<file path="src/rtl/thumb_encoder.sv">
// Thumb-subset instruction encoder: turns one decoded operation per handshake into
// 16-bit halfwords and packs them little-endian into sequential 32-bit memory writes.
module thumb_encoder #(
    parameter int          ADDR_W = 10,
    parameter int unsigned BASE   = 0
) (
    input  logic              clock,
    input  logic              reset,
    input  logic              req_valid,
    output logic              req_ready,
    input  logic [4:0]        op,
    input  logic [2:0]        rd,
    input  logic [2:0]        rn,
    input  logic [2:0]        rm,
    input  logic [3:0]        cond,
    input  logic [20:0]       imm,
    input  logic              flush,
    output logic              mem_we,
    output logic [ADDR_W-1:0] mem_addr,
    output logic [31:0]       mem_wdata,
    output logic              err,
    output logic              dbg_state
);

    // Handshake: a request transfers on a rising edge where req_valid && req_ready;
    // req_ready is low in BL2 and while reset is asserted.

    typedef enum logic {
        S_IDLE = 1'b0,
        S_BL2  = 1'b1
    } state_t;

    localparam logic [ADDR_W-1:0] ADDR_ONE   = {{(ADDR_W-1){1'b0}}, 1'b1};
    localparam logic [ADDR_W-1:0] ADDR_RESET = ADDR_W'(BASE);

    state_t              state_q, state_d;
    logic                pend_q, pend_d;
    logic [15:0]         low_q, low_d;
    logic [10:0]         bl_lo_q, bl_lo_d;
    logic [ADDR_W-1:0]   addr_q, addr_d;
    logic                we_q, we_d;
    logic [31:0]         wdata_q, wdata_d;
    logic                err_q, err_d;

    logic                accept;
    logic                hw_valid;
    logic [15:0]         hw;

    assign req_ready = (state_q == S_IDLE) && !reset;
    assign accept    = req_valid && req_ready;
    assign mem_we    = we_q;
    assign mem_addr  = addr_q;
    assign mem_wdata = wdata_q;
    assign err       = err_q;
    assign dbg_state = state_q;

    always_comb begin
        state_d  = state_q;
        pend_d   = pend_q;
        low_d    = low_q;
        bl_lo_d  = bl_lo_q;
        wdata_d  = wdata_q;
        we_d     = 1'b0;
        err_d    = 1'b0;
        hw_valid = 1'b0;
        hw       = 16'h0000;
        // The address of a completed word is shown for one cycle, then advances.
        addr_d   = we_q ? addr_q + ADDR_ONE : addr_q;

        if (state_q == S_BL2) begin
            hw_valid = 1'b1;
            hw       = {5'b11111, bl_lo_q};
            state_d  = S_IDLE;
        end else if (accept) begin
            hw_valid = 1'b1;
            case (op)
                5'd0:  hw = {5'b00100, rd, imm[7:0]};
                5'd1:  hw = {5'b00110, rd, imm[7:0]};
                5'd2:  hw = {5'b00111, rd, imm[7:0]};
                5'd3:  hw = {7'b0001100, rm, rn, rd};
                5'd4:  hw = {7'b0001101, rm, rn, rd};
                5'd5:  hw = {5'b00000, imm[4:0], rm, rd};
                5'd6:  hw = {5'b00001, imm[4:0], rm, rd};
                5'd7:  hw = {5'b00010, imm[4:0], rm, rd};
                5'd8:  hw = {10'b0100000000, rm, rd};
                5'd9:  hw = {10'b0100000001, rm, rd};
                5'd10: hw = {10'b0100001100, rm, rd};
                5'd11: hw = {10'b0100001101, rn, rd};
                5'd12: hw = {10'b0100001111, rm, rd};
                5'd13: hw = {10'b0100001001, rn, rd};
                5'd14: hw = {5'b11100, imm[10:0]};
                5'd15: hw = {4'b1101, cond, imm[7:0]};
                5'd16: begin
                    hw      = {6'b111100, imm[20:11]};
                    bl_lo_d = imm[10:0];
                    state_d = S_BL2;
                end
                5'd17: hw = {8'b11011111, imm[7:0]};
                5'd18: hw = 16'hB500;
                5'd19: hw = 16'hBD00;
                default: begin
                    hw_valid = 1'b0;
                    err_d    = 1'b1;
                end
            endcase
        end

        if (hw_valid) begin
            if (pend_q) begin
                we_d    = 1'b1;
                wdata_d = {hw, low_q};
                pend_d  = 1'b0;
            end else begin
                low_d  = hw;
                pend_d = 1'b1;
            end
        end else if (flush && (state_q == S_IDLE) && !accept && pend_q) begin
            we_d    = 1'b1;
            wdata_d = {16'h0000, low_q};
            pend_d  = 1'b0;
        end
    end

    always_ff @(posedge clock or posedge reset) begin
        if (reset) begin
            state_q <= S_IDLE;
            pend_q  <= 1'b0;
            low_q   <= 16'h0000;
            bl_lo_q <= 11'h000;
            addr_q  <= ADDR_RESET;
            we_q    <= 1'b0;
            wdata_q <= 32'h0000_0000;
            err_q   <= 1'b0;
        end else begin
            state_q <= state_d;
            pend_q  <= pend_d;
            low_q   <= low_d;
            bl_lo_q <= bl_lo_d;
            addr_q  <= addr_d;
            we_q    <= we_d;
            wdata_q <= wdata_d;
            err_q   <= err_d;
        end
    end

endmodule
</file>
<file path="config.mk">
export PLATFORM = sky130hd
export DESIGN_NAME = thumb_encoder
export DESIGN_NICKNAME = d
export VERILOG_FILES = /design/src/rtl/thumb_encoder.sv
export SDC_FILE = /design/constraint.sdc
export NUM_CORES = 1
export LEC_CHECK = 0
export CORE_MARGIN = 2
export CORE_UTILIZATION = 31
export CTS_CLUSTER_DIAMETER = 60
export DETAILED_ROUTE_END_ITERATION = 10
export PLACE_DENSITY = 0.52
export SLEW_MARGIN = 5
export SYNTH_ARGS = -nofsm -noshare
export SYNTH_HDL_FRONTEND = slang
export SYNTH_SLANG_ARGS = --single-unit
export TNS_END_PERCENT = 50
</file>
<file path="constraint.sdc">
create_clock -name clock -period 2.5 [get_ports clock]
set_clock_uncertainty 0.1 [all_clocks]
set_input_delay 0.25 -clock clock [delete_from_list [all_inputs] [get_ports clock]]
set_output_delay 0.25 -clock clock [all_outputs]
set_load 0.03 [all_outputs]
</file>
==> key figures <==
Outcome
  • Status: finished, final reports clean

Power
  • Total power: 4.57 mW
  • P_leak: 2.26 nW
  • Cell Pwr Density: 898 mW/mm^2
  • Net Sw Power: 1.63 mW
  • VDD IR max: 0.000507 V
  • Switching part of the total power: 35.5%
  • Flop pwr share: 38.9%
  • Gate power share: 36.4%
  • P_int: 2.95 mW
  • Clock power frac: 24.8%

Floorplanning
  • Ports: 89
  • Initial Util: 31.8%
  • Die footprint: 0.0126 sq mm
  • Die W: 112 um
  • Chip height: 112 um
  • Site Rows: 39
  • Core area: 0.0115 sq mm

Routing
  • Drt wl/cell: 16.3 um
  • Iter 0 DRT Violations: 188
  • Vias per inst: 5.08
  • Routed Wire Length: 10.1 mm
  • # DRC: 0
  • Drt pass-1 iters: 4
  • Post-route ant nets: 0
  • Vias: 3162

Critical path
  • Worst reg-to-reg setup slack: 620 ps
  • CP endpoint kind: register
  • Critical path's slowest cell: clkdlybuf4s50_1
  • Type of origin of the critical path: input port
  • Worst setup path start: op[0]
  • FF-to-FF End: mem_wdata[17]
  • R2r startpoint: dbg_state
  • Crit Path Max Fanout: 13
  • Crit path DAT: 2280 ps
  • Worst r2r path cells: 5
  • Worst path required time: 2580 ps
  • Worst-path cell chain: clkdlybuf4s50_1 > buf_4 > a21boi_0 > o221ai_1 > nor3b_1 > o31ai_1 > a31oi_1
  • Critical path type: input port to register
  • Critical path endpoint: low_q[3]
  • Worst path max stage delay: 720 ps

Cells and area
  • Final core occ: 44.4%
  • # diodes: 0
  • Final std cells w/o fill: 622
  • Filler cell count: 1104
  • Layout cells sized above 1: 12.3%
  • Fin nets: 519
  • Syn-to-layout area delta: 39.8%
  • Fin area: 0.00509 sq mm

GRT
  • First-pass GRT wire length: 16.7 mm
  • GRT Overall Usage: 16.9%
  • Grt total ovfl: 0
  • Vias in the first global route: 3095
  • Initial antenna violation count: 0
  • Largest net degree at the start of global routing: 34

Placed design
  • Post-placement cell count: 607
  • Cell Area, Placed: 0.00483 sq mm
  • IO Port Bufs: 88
  • Place WS: -25.0 ps
  • Detail Placement HPWL: 7.82 mm
  • Routability cong.: 0.890

Synthesis
  • Count leader, synth: dfrtp_1
  • Cell Area, Synth: 0.00364 sq mm
  • Mapped Nets: 420
  • Synth cell count leaders: 73 x dfrtp_1, 72 x nand2_1, 26 x nor2_1
  • Unique masters post-synth: 61
  • Yosys Warn Count: 0
  • EDFF count, synth: 0
  • Post-synth top area share: 50.1%
  • Synth Flop Type: dfrtp_1
  • Post-synth ARST share: 100%
  • Yosys top cell by area: dfrtp_1
  • Yosys reg bits: 73
  • Sequential area share after synthesis: 50.1%
  • Syn Area/Cell: 9.69 sq um
  • Top cells by area, synth: dfrtp_1 50%, nand2_1 7.4%, mux2_1 3.4%
  • Syn Inst Count: 376

Clock tree
  • Post-CTS Repair Setup Buffers: 0
  • H-tree Lvls: 3
  • Clock sink count: 73
  • Root buf cell: clkbuf_16
  • # hold bufs at CTS: 0
  • Clk_lat worst skew: 320 ps
  • Post-CTS resize count: 0
  • CTS tree: done
  • CTS Buffer Depth: 2
  • TritonCTS buffer count: 9
  • Clk slew on worst S/H paths: 60 ps

Timing
  • Final worst slack: 306 ps
  • Worst hold slack: 197 ps
  • Final Slew Violations: 0
  • F_max: 0.456 GHz
  • Final setup violation count: 0
  • Worst-margin pin slew: 527 ps
  • Clock period minus worst slack: 2190 ps
  • Setup TNS: 0 ps
  • Fin. Hold Viols: 0
  • Period Utilization, post-route: 87.7%
  • Unrepaired setup endpoints after global routing: false
  • Slew headroom: 64.6%

Min path
  • Hold Crit Class: input port to asynchronous set/reset pin

Run
  • Max Cap Violations: 0
[metal layers]
layer,global-route usage [%],part of all wire [%],up-vias
li1,-,-,1534
met1,23.8,48,1499
met2,25.6,45,114
met3,4.48,5.5,15
met4,5.37,1.7,0
met5,0,0,-
[flip-flops by register name, summed over array words and instances (netlist names)]
| name | flops |
|---|---|
| mem_wdata | 32 |
| low_q | 16 |
| bl_lo_q | 11 |
| mem_addr | 10 |
| dbg_state | 1 |
| err | 1 |
| mem_we | 1 |
| pend_q | 1 |
[layout make-up]
cell class | instances | area (sq um) | area share (%)
clock inverter | 4 | 20.0 | 0.393
tap | 143 | 179 | 3.51
timing repair buffer | 112 | 1120 | 22.1
multi-input combinational | 267 | 1660 | 32.5
clock buffer | 11 | 243 | 4.77
inverter | 12 | 45.0 | 0.884
sequential | 73 | 1830 | 35.9
[how the worst min path moves through the flow]
| stage | start | endpoint | slack [ps] |
|---|---|---|---|
| after detailed placement | low_q[2] | mem_wdata[2] | 360 |
| after CTS | reset | bl_lo_q[2] | 200 |
| after global routing | reset | bl_lo_q[7] | 250 |
| after floorplan | imm[1] | bl_lo_q[1] | 280 |
| final | reset | bl_lo_q[2] | 200 |
| after global placement | low_q[12] | mem_wdata[12] | 350 |
[logic make-up (layout without fill, tap and decap cells)]
| family | count (synthesis) | in the layout | share of synthesized area [%] |
|---|---|---|---|
| and+or+nand+nor | 156 | 156 | 20.8 |
| adders and majority gates | 1 | 1 | 0.343 |
| DFF | 73 | 73 | 50.1 |
| AOI/OAI and AO/OA | 79 | 79 | 15.2 |
| buffers and inverters | 36 | 139 | 4.40 |
| muxes | 21 | 21 | 6.70 |
| xor gates and xnor gates | 10 | 10 | 2.40 |
[power by group through the flow]
| stage | clock network [mW] | logic, mW | registers (mW) |
|---|---|---|---|
| 2_1_floorplan | 0 | 0.545 | 2.18 |
| 3_3_place_gp | 0 | 1.66 | 1.79 |
| 3_5_place_dp | 0 | 1.68 | 1.80 |
| 4_1_cts | 1.18 | 1.68 | 1.79 |
| 5_1_grt | 1.23 | 1.81 | 1.84 |
| 6_report | 1.13 | 1.66 | 1.78 |
[placed cells by master, fill, tap and decap left out, types with 11 or more instances in the layout]
cell             instances
a21oi_1                 16
a31oi_1                 12
buf_4                   19
clkdlybuf4s50_1         88
dfrtp_1                 73
mux2_1                  11
nand2_1                 72
nand3_1                 12
nor2_1                  26
o21ai_1                 12
[critical path, delay by kind of cell]
family                 cells  cell delay, ps
AO/OA/AOI/OAI              4             940
AND/OR/NAND/NOR            1             100
buffers and inverters      2             980
No activity file was read; power rests on OpenSTA's default activity.
